<file path="config.mk">
export PLATFORM = sky130hd
export DESIGN_NAME = butterfly_feeder_flat
export DESIGN_NICKNAME = d
export VERILOG_FILES = /design/src/rtl/butterfly_feeder_if.sv /design/src/rtl/butterfly_feeder.sv /design/src/flat_wrapper.sv
export SDC_FILE = /design/constraint.sdc
export NUM_CORES = 1
export LEC_CHECK = 0
export CAP_MARGIN = 20
export CORE_ASPECT_RATIO = 1.4
export CORE_MARGIN = 10
export CORE_UTILIZATION = 30
export CTS_BUF_LIST = sky130_fd_sc_hd__clkbuf_2
export DETAILED_ROUTE_END_ITERATION = 8
export SLEW_MARGIN = 20
export SYNTH_ARGS = -nofsm -noshare
export SYNTH_HDL_FRONTEND = slang
export SYNTH_SLANG_ARGS = --single-unit
</file>
<file path="constraint.sdc">
create_clock -name clock -period 4.82 [get_ports clock]
set_input_delay 0.723 -clock clock [delete_from_list [all_inputs] [get_ports clock]]
set_output_delay 0.723 -clock clock [all_outputs]
set_load 0.05 [all_outputs]
</file>
<file path="src/rtl/butterfly_feeder_if.sv">
// Sample type and the stream bundle between the host, the feeder and butterfly_8.
// master = host/consumer side, slave = feeder side.
package butterfly_feeder_pkg;
    typedef struct packed {
        logic [7:0] re;
        logic [7:0] im;
    } complex_number_t;
endpackage

interface butterfly_feeder_if #(
    parameter int LOG_N   = 3,
    parameter int STAGE_W = 2
);
    import butterfly_feeder_pkg::*;

    complex_number_t      in_data;
    logic                 in_valid;
    logic                 in_ready;
    logic [STAGE_W-1:0]   stage;
    complex_number_t      op_a;
    complex_number_t      op_b;
    logic [LOG_N-2:0]     twiddle_idx;
    logic                 op_valid;
    logic                 op_ready;
    logic                 frame_done;

    modport master (
        output in_data, in_valid, stage, op_ready,
        input  in_ready, op_a, op_b, twiddle_idx, op_valid, frame_done
    );

    modport slave (
        input  in_data, in_valid, stage, op_ready,
        output in_ready, op_a, op_b, twiddle_idx, op_valid, frame_done
    );
endinterface

</file>
<file path="src/rtl/butterfly_feeder.sv">
// Buffers one N-sample frame, then issues the N/2 radix-2 DIF operand pairs
// and twiddle indices for the host-selected stage.
module butterfly_feeder #(
    parameter int LOG_N   = 3,
    parameter int STAGE_W = 2
) (
    input  logic             clock,
    input  logic             reset,
    butterfly_feeder_if.slave bus,
    output logic [0:0]       dbg_state
);
    import butterfly_feeder_pkg::*;

    localparam int N    = 1 << LOG_N;
    localparam int HALF = N / 2;
    localparam int KW   = LOG_N - 1;

    localparam logic [0:0] ST_LOAD  = 1'b0;
    localparam logic [0:0] ST_ISSUE = 1'b1;

    localparam logic [STAGE_W-1:0] STAGE_MAX = STAGE_W'(LOG_N - 1);
    localparam logic [LOG_N:0]     N_FULL    = (LOG_N + 1)'(N);

    // Handshakes: a transfer happens on a rising clock edge where valid and
    // ready are both high; valid never depends combinationally on ready and
    // the offered payload is held unchanged until that transfer.

    logic [0:0]         state;
    logic [LOG_N-1:0]   wr_cnt;
    logic [KW-1:0]      k;
    logic [STAGE_W-1:0] stage_q;
    logic               frame_done_q;
    complex_number_t    sample_buf [N];

    logic [STAGE_W-1:0] stage_clamped;
    logic [STAGE_W:0]   shamt;
    logic [LOG_N:0]     span_full;
    logic [LOG_N-1:0]   span;
    logic [LOG_N-1:0]   k_ext;
    logic [LOG_N-1:0]   pos;
    logic [LOG_N-1:0]   idx_a;
    logic [LOG_N-1:0]   idx_b;
    logic [LOG_N-1:0]   tw_full;

    assign stage_clamped = (bus.stage > STAGE_MAX) ? STAGE_MAX : bus.stage;

    // span is a power of two, so pos = k mod span is a mask and
    // grp*2*span = 2*(k - pos).
    always_comb begin
        shamt     = {1'b0, stage_q} + (STAGE_W + 1)'(1);
        span_full = N_FULL >> shamt;
        span      = span_full[LOG_N-1:0];
        k_ext     = {1'b0, k};
        pos       = k_ext & (span - LOG_N'(1));
        idx_a     = ((k_ext - pos) << 1) + pos;
        idx_b     = idx_a + span;
        tw_full   = pos << stage_q;
    end

    assign bus.op_a        = sample_buf[idx_a];
    assign bus.op_b        = sample_buf[idx_b];
    assign bus.twiddle_idx = tw_full[KW-1:0];
    assign bus.op_valid    = (state == ST_ISSUE);
    assign bus.in_ready    = (state == ST_LOAD);
    assign bus.frame_done  = frame_done_q;
    assign dbg_state       = state;

    always_ff @(posedge clock) begin
        if (reset) begin
            state        <= ST_LOAD;
            wr_cnt       <= '0;
            k            <= '0;
            stage_q      <= '0;
            frame_done_q <= 1'b0;
            for (int i = 0; i < N; i++) begin
                sample_buf[i] <= '0;
            end
        end else begin
            frame_done_q <= 1'b0;
            case (state)
                ST_LOAD: begin
                    if (bus.in_valid) begin
                        sample_buf[wr_cnt] <= bus.in_data;
                        if (wr_cnt == LOG_N'(N - 1)) begin
                            stage_q <= stage_clamped;
                            wr_cnt  <= '0;
                            k       <= '0;
                            state   <= ST_ISSUE;
                        end else begin
                            wr_cnt <= wr_cnt + LOG_N'(1);
                        end
                    end
                end
                ST_ISSUE: begin
                    if (bus.op_ready) begin
                        if (k == KW'(HALF - 1)) begin
                            k            <= '0;
                            state        <= ST_LOAD;
                            frame_done_q <= 1'b1;
                        end else begin
                            k <= k + KW'(1);
                        end
                    end
                end
                default: state <= ST_LOAD;
            endcase
        end
    end
endmodule

</file>
<file path="src/flat_wrapper.sv">
// flat-port wrapper written by rule: the top's interface ports become plain ports
module butterfly_feeder_flat import butterfly_feeder_pkg::*;
#(
    parameter int LOG_N   = 3,
    parameter int STAGE_W = 2
)
  (clock, reset, dbg_state, bus_in_data, bus_in_valid, bus_stage, bus_op_ready, bus_in_ready, bus_op_a, bus_op_b, bus_twiddle_idx, bus_op_valid, bus_frame_done);
  butterfly_feeder_if #(.LOG_N(LOG_N), .STAGE_W(STAGE_W)) bus_i ();
  input  logic clock;
  input  logic reset;
  output logic [0:0] dbg_state;
  input wire logic [$bits(bus_i.in_data)-1:0] bus_in_data;
  input wire logic [$bits(bus_i.in_valid)-1:0] bus_in_valid;
  input wire logic [$bits(bus_i.stage)-1:0] bus_stage;
  input wire logic [$bits(bus_i.op_ready)-1:0] bus_op_ready;
  output wire logic [$bits(bus_i.in_ready)-1:0] bus_in_ready;
  output wire logic [$bits(bus_i.op_a)-1:0] bus_op_a;
  output wire logic [$bits(bus_i.op_b)-1:0] bus_op_b;
  output wire logic [$bits(bus_i.twiddle_idx)-1:0] bus_twiddle_idx;
  output wire logic [$bits(bus_i.op_valid)-1:0] bus_op_valid;
  output wire logic [$bits(bus_i.frame_done)-1:0] bus_frame_done;
  assign bus_i.in_data = bus_in_data;
  assign bus_i.in_valid = bus_in_valid;
  assign bus_i.stage = bus_stage;
  assign bus_i.op_ready = bus_op_ready;
  assign bus_in_ready = bus_i.in_ready;
  assign bus_op_a = bus_i.op_a;
  assign bus_op_b = bus_i.op_b;
  assign bus_twiddle_idx = bus_i.twiddle_idx;
  assign bus_op_valid = bus_i.op_valid;
  assign bus_frame_done = bus_i.frame_done;
  butterfly_feeder #(.LOG_N(LOG_N), .STAGE_W(STAGE_W)) u_core (.clock(clock), .reset(reset), .bus(bus_i), .dbg_state(dbg_state));
endmodule
</file>
# Yosys cells after proc, flatten, opt, wreduce, memory -nomap -nowiden
# Memories as Yosys holds them, arrays and structs flattened.
# Cells that the tools add are included.
dict set report totals {
  register_bits 9
  ramBits 128
  in_bits 22
  out_inout_bits 38
  word_cells 51
  memories 1
}
# name words word_bits read_ports rd_clocked_by_memory_dff wr line_no
set mem_list {}
lappend mem_list {u_core.sample_buf 8 16 2 0 8 butterfly_feeder.sv:33} ;# complex_number_t sample_buf [N];
dict set report classes {
  n_addsub 7
  magnitude_cmp 1
  eq_ne 5
  shifts 2
  muxes 22
  bitwise_logic 3
  n_reduce_logical 5
}
# operator n
set ops {}
lappend ops {{16-bit 2-to-1 mux} 1}
lappend ops {{16-bit OR reduction} 1}
lappend ops {{1-bit 2-to-1 mux} 12}
lappend ops {{2-bit 2-to-1 mux} 5}
lappend ops {{3-bit adder} 2}
lappend ops {{3-bit 2-to-1 mux} 2}
lappend ops {{3-bit AND reduction} 2}
lappend ops {{2-bit inequality test (second input constant)} 2}
lappend ops {{2-bit case mux with 2 select lines} 1}
lappend ops {{4-bit by 3-bit right shift with 3-bit output (first input constant)} 1}
lappend ops {{2-bit by 1-bit adder with 3-bit output (second input constant)} 1}
lappend ops {{3-bit by 1-bit adder with 3-bit output (second input constant)} 1}
lappend ops {{2-bit by 3-bit bitwise AND with 3-bit output} 1}
lappend ops {{3-bit == test (second input constant)} 1}
lappend ops {{3-bit OR reduction} 1}
lappend ops {{3-bit by 2-bit << shifter with 2-bit output} 1}
lappend ops {{3-bit by 1-bit subtractor with 3-bit output (second input constant)} 1}
lappend ops {{2-bit by 1-bit adder with 2-bit output (second input constant)} 1}
lappend ops {{2-bit == test (second input constant)} 1}
lappend ops {{2-bit > comparator (second input constant)} 1}
lappend ops {{2-bit by 1-bit inequality test with 1-bit output (second input constant)} 1}
lappend ops {{1-bit inverter} 2}
lappend ops {{1-bit case mux with 2 select lines} 1}
lappend ops {{2-bit AND reduction} 1}
lappend ops {{2-bit subtractor} 1}

# Depth between registers and ports, before layout
# Gate-level depths: netlist of run 1.
# An unclocked memory read counts as a cell.
dict set report logic_depth {
  ltp_word 8
  ltp_mapped 11
  depth_no_buf 9
}

# Worst setup path before layout of run 1
# No wires, ideal clock.
dict set report synth_path {
  kind {reg2out}
  start {register u_core.stage_q[0]}
  end {output port bus_op_b[10]}
  arrival_time_ns 3.272
  t_required_ns 4.097
  setup_slack_ns 0.825
  stages_incl_launch_ff 12
  path_buffers 2
  cell_sequence {dfxtp_1 inv_1 ha_1 and2_1 ha_1 clkinv_1 buf_1 fa_1 xor2_1 xnor3_2 buf_6 mux4_2}
}
dict set report synth_via {
  elab_chain_len 8
}
# element line_no
set synth_lines {}
lappend synth_lines {{from (decl)} butterfly_feeder.sv:31} ;# logic [STAGE_W-1:0] stage_q;
lappend synth_lines {{from (signal assigned)} butterfly_feeder.sv:85} ;# stage_q <= stage_clamped;
lappend synth_lines {{2-bit by 1-bit adder with 3-bit output *} butterfly_feeder.sv:50} ;# shamt = {1'b0, stage_q} + (STAGE_W + 1)'(1);
lappend synth_lines {{4-bit by 3-bit right shift with 3-bit output *} butterfly_feeder.sv:51} ;# span_full = N_FULL >> shamt;
lappend synth_lines {{3-bit by 1-bit subtractor with 3-bit output} butterfly_feeder.sv:54} ;# pos = k_ext & (span - LOG_N'(1));
lappend synth_lines {{2-bit by 3-bit bitwise AND with 3-bit output} butterfly_feeder.sv:54}
lappend synth_lines {{2-bit subtractor} butterfly_feeder.sv:55} ;# idx_a = ((k_ext - pos) << 1) + pos;
lappend synth_lines {{3-bit adder} butterfly_feeder.sv:55}
lappend synth_lines {{3-bit adder *} butterfly_feeder.sv:56} ;# idx_b = idx_a + span;
lappend synth_lines {{memory 8 x 16 bit *} n/a}
lappend synth_lines {{to (decl)} flat_wrapper.sv:18} ;# output wire logic [$bits(bus_i.op_b)-1:0] bus_op_b;
# Every way passes the cells marked *; elsewhere a longest branch is shown, timed or not.

# Worst setup path after layout of run 1
dict set report layout_path {
  start {register u_core.stage_q[1]}
  end {output port bus_op_b[2]}
}
# Same word-level chain as after synthesis.

==> results.txt, run 1 <==
M1 wire length - 7.78 mm
GP Congestion - 0.782
Port Buf Inserts - 59
Main synth FF type - edfxtp_1
critical hold path startpoint - u_core.k[1]
Worst setup EP type - output port
worst path required time - 4.10 ns
DR vias/cell - 4.88
core footprint - 25400 um2
synth unique cells - 37
clk buf depth - 2
Max Cap Violations - 0
Clock power frac - 32.9%
CTS H-Tree Depth - 4
met2 wire len - 11.2 mm
Syn Std Cell Area - 7740 um2
vias in the first global route - 4966
pin count of the biggest net entering global routing - 33
final core occ - 35.7%
clk_lat worst skew - 0.74 ns
Die Footprint - 32700 um2
Sw Pwr - 0.000593 W
async set or reset register ratio after synthesis - 0%
Worst EP arrival - 3.90 ns
final worst slack - 0.195 ns
Ys Warns - 0
HP Class - flip-flop to flip-flop
Gate power share - 10.7%
Worst VDD drop - 0.138 mV
fraction of final layout cells sized beyond drive strength 1 - 38.8%
commonest non-fill, non-tap cell in the layout - and2_1
Antenna Nets Post-Route - 0
status - complete, no violations
Setup-failing EPs final - 0
DRT Wirelength - 20.1 mm
crit path launch - u_core.stage_q[1]
Die X - 156 um
CP Class - flip-flop to output port
commonest cells after routing, fill and taps aside - 129 x and2_1, 128 x mux2_2, 128 x edfxtp_1
Final HPWL DP - 12.7 mm
Pint - 0.00185 W
post-synthesis sequential area ratio - 52.0%
syn nets - 558
crit start category - flip-flop
Sw Share - 24.3%
top routing layer used - met5
initial antenna violation count - 2
number of synthesized flops with an enable pin - 128
fin. max-slew vios - 0
CTS Sinks - 137
CTS Root Cell - clkbuf_2
DR iter-0 viols - 355
All-Layer GR Usage - 12.3%
Synth Instances - 527
RSZ-0062 raised after global routing - no
synthesized area per cell - 14.7 um2
final hold violations - 0
actual slew at the worst max-slew pin - 0.618 ns
Reg area - 4030 um2
I/O pin cnt - 60
Via Count - 4552
Leak - 3.47 nW
# hold bufs at CTS - 0
PD cells - 269 nW/um2
synth-to-layout area growth - 17.2%
CP Max Fanout - 10
setup TNS - 0 ns
Num CTS Buffers - 17
period utilization - 96.0%
Power Total - 0.00244 W
first-pass GRT wire length - 29.9 mm
reg-to-reg startpoint - u_core.bus.op_valid
max_slew headroom - 58.8%
global route overflow - 0
Place WS - 0.521 ns
# DRC - 0
Fmax - 216 MHz
Clock Skews - 0.0311 ns
WL met3 - 836 um
Seq pwr share - 56.4%
nets - 631
placed cells - 894
multi-input logic area - 3560 um2
routed length per instance - 21.5 um
initial core utilization - 30.5%
CTS tree - yes
FP Rows - 69
CTS clk-pin slew, worst paths - 0.21 ns
FILL cells - 2451
Vert. Die Dim - 210 um
#FFs+latches synth - 137
Tmin final - 4.62 ns
First-pass DRT Iterations - 5
non-filler cells, final - 933
==> power groups by stage <==
stage	logic [W]	registers, W	clock network (W)
after floorplan	0.000165	0.00139	0
after global placement	0.000262	0.00140	0
after detailed placement	0.000265	0.00140	0
after CTS	0.000267	0.00137	0.000823
after global routing	0.000279	0.00138	0.000873
final	0.000262	0.00138	0.000803
==> metal layers <==
layer	vias to the layer above	global-route usage, %
li1	2122	-
met1	2320	13.2
met2	85	22.7
met3	23	3.16
met4	2	4.11
met5	-	0
==> what timing repair did <==
action	in CTS	in global routing
gates resized for setup	3	7
setup endpoints to repair	32	18
setup buffers	5	1
pin swaps	1	1
cloned	0	0
==> sequential cells by signal, summed over array words and instances (netlist names) <==
name and count:
u_core.stage_q 2, u_core.bus.frame_done 1, u_core.wr_cnt 3, u_core.bus.op_valid 1
u_core.sample_buf 128, u_core.k 2
==> worst max-delay path: stages (launching register included) <==
cell and delay (ns):
dfxtp_4 0.42, inv_1 0.06, ha_1 0.31, nor2b_2 0.06, ha_1 0.28, clkinv_1 0.10
fa_1 0.44, xor2_1 0.18, xnor3_4 0.37, buf_12 0.18, mux4_1 0.52, buf_4 0.23
==> final cells by class <==
class | instances | area share [%]
inverters | 6 | 0.248
multi-input cells | 356 | 39.2
flip-flops and latches | 137 | 44.4
diodes | 1 | 0.0276
repair buffers | 82 | 8.47
clock inverters | 15 | 2.26
well taps | 319 | 4.40
clock buffers | 17 | 0.938
==> cells by family after synthesis <==
kind of cell	after synthesis	share of synthesized area (%)
multiplexers	164	29.1
adder cells (fa/ha/maj)	9	1.55
XOR/XNOR	3	0.534
buffers and inverters	34	2.49
AO/OA/AOI/OAI	5	0.340
AND/OR/NAND/NOR	175	14.0
flip-flops	137	52.0
==> through the flow <==
step                area [um2]  hold slack (ns)
floorplan                 7740            0.462
global placement          8670            0.479
detailed placement        8670            0.495
CTS                       9040            0.519
global route              9070            0.569
finish                    9070            0.545
==> path summary, 6_finish.rpt <==
kind | endpoint | slack, ns | cells after the start
worst max register to register | u_core.sample_buf[5][14] | 2.44 | 4
worst min-delay path | u_core.k[1] | 0.54 | 2
worst min register to register | u_core.k[1] | 0.54 | 2
worst max-delay path | bus_op_b[2] | 0.20 | 11
==> synth_stat cells (all sizes together) (2+ instances only) <==
| library cell | count | share of area [%] |
|---|---|---|
| and2 | 130 | 11 |
| mux4 | 32 | 9.9 |
| dfxtp | 9 | 2.3 |
| nand2b | 5 | 0.40 |
| mux2 | 128 | 19 |
| clkbuf | 13 | 0.65 |
| nor2 | 13 | 0.73 |
| nand3 | 2 | 0.13 |
| buf | 15 | 1.6 |
| mux2i | 4 | 0.52 |
| edfxtp | 128 | 50 |
| or2 | 9 | 0.73 |
| nand2 | 6 | 0.29 |
| nor3 | 4 | 0.40 |
| clkinv | 2 | 0.097 |
| ha | 8 | 1.3 |
| inv | 4 | 0.19 |
| a21oi | 4 | 0.26 |
Power figures use the tool's default switching activity.
==> run 2: changes to the inputs <==
CELL_PAD_IN_SITES_DETAIL_PLACEMENT = 1   (was not set)
CELL_PAD_IN_SITES_GLOBAL_PLACEMENT = 1   (was not set)
PLACE_DENSITY_LB_ADDON = 0.1   (was not set)
==> run 2 against run 1 <==
Against the previous run:
- first-iteration DRC count fell by 49%
- setup slack improved by 0.087 ns
- core utilization rose by 0.12 points
- critical path type unchanged
- sequential power barely moved
- total power rose by 2.7%
- hold slack got worse by 0.047 ns
- routed wire length rose by 14%
==> results.txt, run 2 (synthesis gave the netlist of run 1 again) <==
worst path required time - 4.10 ns
commonest non-fill, non-tap cell in the layout - and2_1
reg-to-reg startpoint - u_core.bus.op_valid
final hold violations - 0
worst hold path stage count - 2
hold_ws - 0.498 ns
period utilization - 94.1%
I/O pin cnt - 60
Antenna Nets Post-Route - 0
clk buf depth - 2
placed cells - 897
# DRC - 0
nets - 630
non-filler cells, final - 933
final instance area - 9100 um2
critical-path cell list - inv_2, ha_1, and2_1, ha_1, clkinv_1, fa_1, xor2_1, xnor3_2, buf_12, mux4_1, buf_6
core footprint - 25400 um2
Largest register FFs - 128
GP Congestion - 0.739
DR iter-0 viols - 180
clk_lat worst skew - 0.71 ns
Die X - 156 um
CP Class - flip-flop to output port
fraction of final layout cells sized beyond drive strength 1 - 40.4%
initial antenna violation count - 1
Tmin final - 4.54 ns
Worst EP arrival - 3.81 ns
Power Total - 0.00250 W
Post-DP Area - 8710 um2
Vert. Die Dim - 210 um
vias in the first global route - 5181
Worst setup EP type - output port
crit start category - flip-flop
Clock Skews - 0.0246 ns
fin. max-slew vios - 0
CP Max Fanout - 8
Port Buf Inserts - 59
critical hold path startpoint - u_core.stage_q[0]
slowest CP cell - mux4_1
CTS Sinks - 137
FP Rows - 69
status - complete, no violations
DR vias/cell - 4.91
Top delay family on crit path - adder cells
CTS Root Cell - clkbuf_2
worst r2r path cells - 5
routed length per instance - 24.5 um
setup TNS - 0 ns
First-pass DRT Iterations - 4
DRT Wirelength - 22.8 mm
Final HPWL DP - 13.9 mm
Setup-failing EPs final - 0
Most flops, register - u_core.sample_buf
PD cells - 275 nW/um2
Die Footprint - 32700 um2
hold endpoint - u_core.stage_q[0]
most frequent CP cell - ha_1
actual slew at the worst max-slew pin - 0.723 ns
pin count of the biggest net entering global routing - 41
# hold bufs at CTS - 0
Num CTS Buffers - 17
Max Cap Violations - 0
CTS H-Tree Depth - 4
synth-to-layout area growth - 17.6%
Via Count - 4583
initial core utilization - 30.5%
max_slew headroom - 51.8%
CTS tree - yes
Worst VDD drop - 0.127 mV
reg2reg end - u_core.sample_buf[0][15]
Fmax - 220 MHz
worst path buffer plus inverter count - 4
r2r setup slk - 2.31 ns
Top Registers - u_core.sample_buf x128, u_core.wr_cnt x3
commonest cells after routing, fill and taps aside - 129 x and2_1, 128 x mux2_2, 128 x edfxtp_1
HP Class - flip-flop to flip-flop
first-pass GRT wire length - 33.7 mm
CTS clk-pin slew, worst paths - 0.22 ns
Leak - 3.46 nW
global route overflow - 0
All-Layer GR Usage - 14.1%
Crit path largest cell delay - 0.60 ns
run 2: cell count changes in the layout (fill, tap and decap cells not counted), sizes merged:
cell and delta:
clkinvlp +2, diode +1, clkinv -2, clkdlybuf4s50 -1
buf -1, dlygate4sd2 +1
run 2: cell type report:
class	count	area, um2
flip-flops and latches	137	4030
fillers	2671	16300
well taps	319	399
repair buffers	81	779
inverters	6	22.5
clock inverters	15	225
multi-input cells	356	3550
diodes	2	5.00
clock buffers	17	85.1
run 2: how the worst max path moves through the flow:
| stage | start | to | slack (ns) | cells past startpoint |
|---|---|---|---|---|
| after floorplan | u_core.stage_q[0] | bus_op_b[10] | 0.83 | 11 |
| final | u_core.stage_q[0] | bus_op_b[4] | 0.28 | 11 |
| after global placement | u_core.stage_q[1] | bus_op_a[15] | 0.50 | 8 |
| after global routing | u_core.stage_q[0] | bus_op_b[4] | -0.006 | 11 |
| after CTS | u_core.stage_q[0] | bus_op_b[1] | 0.04 | 11 |
| after detailed placement | u_core.stage_q[1] | bus_op_a[15] | 0.46 | 8 |
run 2: worst min-delay path: stages (launching register included):
cell and delay (ns):
dfxtp_2 0.39, nand2_1 0.05, a21oi_1 0.05
run 2: through the flow:
step	utilization, %	worst slack [ns]
floorplan	-	0.825
global placement	34.3	0.503
detailed placement	34.3	0.465
CTS	35.7	0.0364
global route	35.8	-0.00559
finish	35.8	0.282
run 2: what timing repair did:
item,4_1_cts,5_1_grt
gates resized for setup,9,15
endpoints found under the setup margin,23,13
pin swaps,1,0
setup buffers,2,0
run 2: metal layers:
metal | track usage, % | vias up | wire length (um)
met1 | 17.2 | 2401 | 9970
met3 | 2.81 | 9 | 641
li1 | - | 2109 | -
met4 | 3.78 | 0 | 144
met5 | 0 | - | 0
met2 | 24.7 | 64 | 12100
run 2: power by group:
group | switching [W] | internal, W
registers | 0.0000252 | 0.00135
logic | 0.000157 | 0.000115
clock network | 0.000465 | 0.000394
==> run 3: changes to the inputs <==
SLEW_MARGIN = not set   (was 20)
==> results of run 3 <==
No change in the layout: final DEF, timing and power equal those of run 2.
==> edit 1 (flow settings as in run 1) <==
Register the output `dbg_state` once more, cleared by the reset; this adds one clock of latency there. The other outputs are not delayed to match.
--- a/src/rtl/butterfly_feeder.sv
+++ b/src/rtl/butterfly_feeder.sv
@@ -63,7 +63,13 @@
     assign bus.op_valid    = (state == ST_ISSUE);
     assign bus.in_ready    = (state == ST_LOAD);
     assign bus.frame_done  = frame_done_q;
-    assign dbg_state       = state;
+    always_ff @(posedge clock) begin
+        if (reset) begin
+            dbg_state <= '0;
+        end else begin
+            dbg_state <= state;
+        end
+    end
 
     always_ff @(posedge clock) begin
         if (reset) begin
Check against the original RTL: not equivalent (a bounded check fails within 10 cycles, from zero or initial values and one cycle with reset high).
==> edit 1 against run 1 <==
Wire length grew 2.9%. Area after synthesis up 0.70%. Final area shrank 0.57%. Power fell by 6.5%. Die area rose by 0.62%. Setup slack better by 0.019 ns. Sequential cell count grew 1. Maximum frequency increased by 0.42%. Register-to-register slack worse by 0.26 ns.
==> edit 1: results (changes against run 1) <==
<table>
<tr><th>Metric</th><th>Value</th></tr>
<tr><th colspan="2">Status</th></tr>
<tr><td>Outcome</td><td>complete, no violations</td></tr>
<tr><th colspan="2">Worst setup path</th></tr>
<tr><td>Biggest cell delay along the critical path</td><td>0.74 ns (+0.22 ns)</td></tr>
<tr><td>Arrival @ worst endpoint</td><td>3.88 ns (-0.02 ns)</td></tr>
<tr><td>Critical-path cell with the highest stage delay</td><td>clkdlybuf4s50_1</td></tr>
<tr><td>Worst Path Max Fanout</td><td>7 (-3)</td></tr>
<tr><td>Crit-path leading delay family</td><td>buffers and inverters</td></tr>
<tr><th colspan="2">Cells and area</th></tr>
<tr><td>Number of filler instances in the final layout</td><td>2420 (-1.3%)</td></tr>
<tr><td>Total Nets Final</td><td>631 (unchanged)</td></tr>
<tr><td>Share of post-route cells with drive strength above 1</td><td>39.3% (+0.49 points)</td></tr>
<tr><th colspan="2">Placement</th></tr>
<tr><td>Placed cells</td><td>893 (-0.11%)</td></tr>
<tr><td>Post-detail-place hpwl</td><td>13.0 mm (+2.1%)</td></tr>
<tr><td>Area post-placement</td><td>0.00870 mm² (+0.39%)</td></tr>
<tr><td>Worst-case setup slack after placement</td><td>0.522 ns (+0.00168 ns)</td></tr>
<tr><td>Gpl congestion</td><td>0.772 (-1.3%)</td></tr>
<tr><th colspan="2">Yosys</th></tr>
<tr><td>Main area contributors after synthesis</td><td>edfxtp_1 49%, mux2_2 19%, and2_1 10%</td></tr>
<tr><td>Synthesized instance count</td><td>530 (+0.57%)</td></tr>
<tr><td>Portion of the post-synthesis area used by sequential elements</td><td>51.9% (-0.10 points)</td></tr>
<tr><td>List of most frequent post-synthesis cells</td><td>129 x and2_1, 128 x edfxtp_1, 128 x mux2_2</td></tr>
<tr><th colspan="2">Clock tree</th></tr>
<tr><td>Clk_lat worst skew</td><td>0.69 ns (-0.05 ns)</td></tr>
<tr><td>Post-CTS clock slew at the launch and capture registers of the worst setup and hold paths</td><td>0.26 ns (+0.05 ns)</td></tr>
<tr><th colspan="2">GRT</th></tr>
<tr><td>Initial antenna violation count</td><td>3 (+1)</td></tr>
<tr><td>Maximum number of pins on one net before global-route repair</td><td>33 (unchanged)</td></tr>
<tr><td>Via count of the first global-routing pass</td><td>4868 (-2.0%)</td></tr>
<tr><td>Wire length of the first global-routing pass</td><td>29.8 mm (-0.32%)</td></tr>
<tr><th colspan="2">Power</th></tr>
<tr><td>Maximum VDD drop</td><td>0.111 mV (-19%)</td></tr>
<tr><th colspan="2">Detailed routing</th></tr>
<tr><td>Total Wirelength</td><td>20.7 mm (+2.9%)</td></tr>
<tr><td>Detailed Route Iter0 Violations</td><td>313 (-12%)</td></tr>
<tr><th colspan="2">STA</th></tr>
<tr><td>Measured slew at the worst slew-check pin</td><td>0.894 ns (+0.275 ns)</td></tr>
<tr><td>Final setup skew</td><td>0.0569 ns (+0.0258 ns)</td></tr>
</table>
[edit 1: changes by cell type after synthesis, sizes merged]
| cell | delta |
|---|---|
| a21oi | +1 |
| dfxtp | +1 |
| mux2i | -1 |
| nor2 | +1 |
| nor4bb | +1 |
[edit 1: logic make-up after synthesis]
family,share of synthesized area [%]
simple gates,14.3
buf+inv,2.51
compound gates,0.402
mux,28.8
fa+ha+maj,1.54
flops,51.9
xor+xnor,0.530
[edit 1: worst paths after layout]
path                                     startpoint                       to  slack (ns)  depth (start not counted)
worst max-delay path              u_core.stage_q[0]              bus_op_a[1]        0.21                          8
worst min-delay path                    u_core.k[1]              u_core.k[1]        0.53                          2
worst max register to register  u_core.bus.op_valid  u_core.sample_buf[6][4]        2.18                          3
worst min register to register          u_core.k[1]              u_core.k[1]        0.53                          2
[edit 1: area by class of cell]
class	instances	area share [%]
Clock inverter	14	1.37
Clock buffer	18	0.999
Multi-Input combinational cell	359	40.0
Sequential cell	138	44.9
Inverter	6	0.250
Timing Repair Buffer	78	7.97
Tap cell	319	4.43
Antenna cell	1	0.0278
[edit 1: metal layers]
metal / wire, µm / share of wire [%] / up-vias / GRT usage, %
li1: - / - / 2120 / -
met1: 8260 / 40 / 2328 / 13.6
met2: 11000 / 53 / 105 / 22.3
met3: 975 / 4.7 / 29 / 3.10
met4: 385 / 1.9 / 4 / 3.39
met5: 34 / 0.16 / - / 0
[edit 1: repair_timing]
item                                    CTS  global route
setup buffers                             4             2
endpoints found under the hold margin     0             0
endpoints found under the setup margin   27            12
gates resized for setup                   3             7
cloned                                    0             1
pin swaps                                 1             1
[edit 1: stage by stage]
| step | utilization [%] | hold slack, ns |
|---|---|---|
| 2_1_floorplan | - | 0.462 |
| 3_3_place_gp | 34.2 | 0.480 |
| 3_5_place_dp | 34.2 | 0.503 |
| 4_1_cts | 35.2 | 0.531 |
| 5_1_grt | 35.4 | 0.580 |
| 6_report | 35.4 | 0.526 |
[edit 1: power breakdown]
part	switching (W)	internal [W]	leakage (nW)
clock	0.000450	0.000189	0.128
combinational	0.000150	0.000110	1.89
sequential	0.0000247	0.00136	1.41
total	0.000624	0.00166	3.42
[edit 1: worst register-to-register path, cell delays in order (launching register included)]
cell	delay [ns]
dfxtp_1	0.46
or4b_4	0.63
nor2_4	0.54
or2_2	0.62
==> edit 2 (flow settings as in run 1) <==
Without the edit above. `STAGE_W` is set to 2 in 3 places; all go to 4.
--- a/src/rtl/butterfly_feeder_if.sv
+++ b/src/rtl/butterfly_feeder_if.sv
@@ -9,7 +9,7 @@
 
 interface butterfly_feeder_if #(
     parameter int LOG_N   = 3,
-    parameter int STAGE_W = 2
+    parameter int STAGE_W = 4
 );
     import butterfly_feeder_pkg::*;
 
--- a/src/rtl/butterfly_feeder.sv
+++ b/src/rtl/butterfly_feeder.sv
@@ -2,7 +2,7 @@
 // and twiddle indices for the host-selected stage.
 module butterfly_feeder #(
     parameter int LOG_N   = 3,
-    parameter int STAGE_W = 2
+    parameter int STAGE_W = 4
 ) (
     input  logic             clock,
     input  logic             reset,
--- a/src/flat_wrapper.sv
+++ b/src/flat_wrapper.sv
@@ -2,7 +2,7 @@
 module butterfly_feeder_flat import butterfly_feeder_pkg::*;
 #(
     parameter int LOG_N   = 3,
-    parameter int STAGE_W = 2
+    parameter int STAGE_W = 4
 )
   (clock, reset, dbg_state, bus_in_data, bus_in_valid, bus_stage, bus_op_ready, bus_in_ready, bus_op_a, bus_op_b, bus_twiddle_idx, bus_op_valid, bus_frame_done);
   butterfly_feeder_if #(.LOG_N(LOG_N), .STAGE_W(STAGE_W)) bus_i ();
Ports: changed (resized bus_stage); port bits go from 60 to 62. No check against the original RTL was run, so the function may have changed too.
==> edit 2 against run 1 <==
Clock power fell by 12%. Wire length down 4.2%. Largest power group unchanged. Sequential cell count up 2. Area after synthesis decreased by 4.5%. Critical path type unchanged. Final area down 5.6%. Setup slack improved by 0.067 ns. Via count is 2.7% lower. Power fell by 2.4%. Combinational power increased by 7%.
==> edit 2: results (changes against run 1) <==
<table>
<tr><th>Metric</th><th>Value</th></tr>
<tr><th colspan="2">Status</th></tr>
<tr><td>Outcome</td><td>complete, no violations</td></tr>
<tr><th colspan="2">Yosys</th></tr>
<tr><td>Portion of the post-synthesis area used by sequential elements</td><td>55.0% (+3.0 points)</td></tr>
<tr><td>Syn_nets</td><td>495 (-11%)</td></tr>
<tr><td>Average cell area after synthesis</td><td>15.8 µm² (+8.0%)</td></tr>
<tr><td>List of most frequent post-synthesis cells</td><td>128 x and2_1, 128 x edfxtp_1, 64 x mux4_2</td></tr>
<tr><td>Library cells used by synthesis</td><td>43 (+16%)</td></tr>
<tr><td>Main area contributors after synthesis</td><td>edfxtp_1 52%, mux4_2 20%, and2_1 11%</td></tr>
<tr><th colspan="2">GRT</th></tr>
<tr><td>Wire length of the first global-routing pass</td><td>28.9 mm (-3.3%)</td></tr>
<tr><td>Via count of the first global-routing pass</td><td>4832 (-2.7%)</td></tr>
<tr><th colspan="2">Power</th></tr>
<tr><td>Static leakage</td><td>3.08 nW (-11%)</td></tr>
<tr><th colspan="2">Cells and area</th></tr>
<tr><td>Number of filler instances in the final layout</td><td>2323 (-5.2%)</td></tr>
<tr><td>Largest registers ranked by flip-flop count</td><td>u_core.sample_buf (128), u_core.stage_q (4), u_core.wr_cnt (3)</td></tr>
<tr><td>Final core utilization</td><td>35.5% (-0.27 points)</td></tr>
<tr><td>Final std cells w/o fill</td><td>854 (-8.5%)</td></tr>
<tr><td>Share of post-route cells with drive strength above 1</td><td>31.7% (-7.1 points)</td></tr>
<tr><th colspan="2">Placement</th></tr>
<tr><td>Post-detail-place hpwl</td><td>11.7 mm (-7.8%)</td></tr>
<tr><td>Area post-placement</td><td>0.00830 mm² (-4.3%)</td></tr>
<tr><td>Worst-case setup slack after placement</td><td>0.971 ns (+0.450 ns)</td></tr>
<tr><th colspan="2">Clock tree</th></tr>
<tr><td>Setup Buffers After CTS</td><td>0 (-5)</td></tr>
<tr><th colspan="2">Detailed routing</th></tr>
<tr><td>Via total after detailed routing</td><td>4428 (-2.7%)</td></tr>
<tr><td>Average wire length per cell after detail routing</td><td>22.6 µm (+4.7%)</td></tr>
<tr><td>Detailed Route Iter0 Violations</td><td>373 (+5.1%)</td></tr>
<tr><th colspan="2">STA</th></tr>
<tr><td>Final setup skew</td><td>0.0271 ns (-0.00400 ns)</td></tr>
<tr><td>Measured slew at the worst slew-check pin</td><td>0.722 ns (+0.104 ns)</td></tr>
<tr><th colspan="2">Worst setup path</th></tr>
<tr><td>Arrival @ worst endpoint</td><td>3.84 ns (-0.06 ns)</td></tr>
<tr><td>Worst Path Max Fanout</td><td>32 (+22)</td></tr>
</table>
[edit 2: cell types whose count changed in the layout (fill, tap and decap cells not counted), moves of 3 or more]
| cell | before | now |
|---|---|---|
| mux4_1 | 13 | 0 |
| buf_4 | 34 | 27 |
| clkinv_2 | 4 | 1 |
| mux2_4 | 0 | 4 |
| mux4_2 | 19 | 64 |
| ha_1 | 8 | 4 |
| inv_6 | 1 | 4 |
| mux2_2 | 128 | 26 |
| dfxtp_1 | 7 | 11 |
| bufinv_16 | 5 | 2 |
| clkinv_1 | 5 | 0 |
| nor3b_1 | 0 | 3 |
[edit 2: worst max-delay path, cell delays in order (launching register included)]
cell,delay (ns)
dfxtp_1,0.58
xor2_1,0.21
a21boi_0,0.12
ha_1,0.32
buf_4,0.46
mux4_2,0.40
mux2_2,0.30
clkdlybuf4s50_1,0.72
[edit 2: power by group through the flow]
stage               registers, W  clock network [W]  logic (W)
floorplan                0.00141                  0   0.000177
global placement         0.00141                  0   0.000282
detailed placement       0.00142                  0   0.000284
CTS                      0.00139           0.000727   0.000285
global route             0.00140           0.000778   0.000296
finish                   0.00139           0.000710   0.000280
[edit 2: final cells by class]
cell class                      count  share of cell area, %
Timing Repair Buffer               74                   8.00
Sequential cell                   139                   47.5
Clock buffer                       18                   1.05
Multi-Input combinational cell    294                   36.9
Clock inverter                     14                   1.89
Antenna cell                        1                 0.0292
Tap cell                          310                   4.53
Inverter                            4                  0.175
[edit 2: metal layers]
| metal | GRT usage [%] | up-vias | share of wire [%] |
|---|---|---|---|
| met1 | 12.7 | 2299 | 37 |
| li1 | - | 1925 | - |
| met2 | 23.3 | 164 | 56 |
| met5 | 0 | - | 0 |
| met3 | 2.51 | 40 | 5.1 |
| met4 | 4.98 | 0 | 2.1 |
[edit 2: worst paths after layout]
kind                        from                        to  slack [ns]  depth (start not counted)
max            u_core.stage_q[0]               bus_op_a[4]        0.26                          7
min                  u_core.k[1]               u_core.k[1]        0.56                          2
max reg2reg  u_core.bus.op_valid  u_core.sample_buf[1][13]        2.31                          5
min reg2reg          u_core.k[1]               u_core.k[1]        0.56                          2
[edit 2: logic make-up (layout without fill, tap and decap cells)]
kind of cell | after synthesis | after routing | share of synthesized area [%]
muxes | 98 | 98 | 24.9
other | 1 | 2 | 0.0508
DFF | 139 | 139 | 55.0
and+or+nand+nor | 176 | 176 | 14.7
xor gates and xnor gates | 4 | 4 | 0.678
buffers and inverters | 33 | 110 | 2.39
AOI/OAI and AO/OA | 10 | 10 | 1.32
adders and majority gates | 5 | 5 | 0.949
[edit 2: timing repair]
action,4_1_cts,5_1_grt
resized for setup,0,2
hold buffers,0,0
endpoints found under the setup margin,0,13
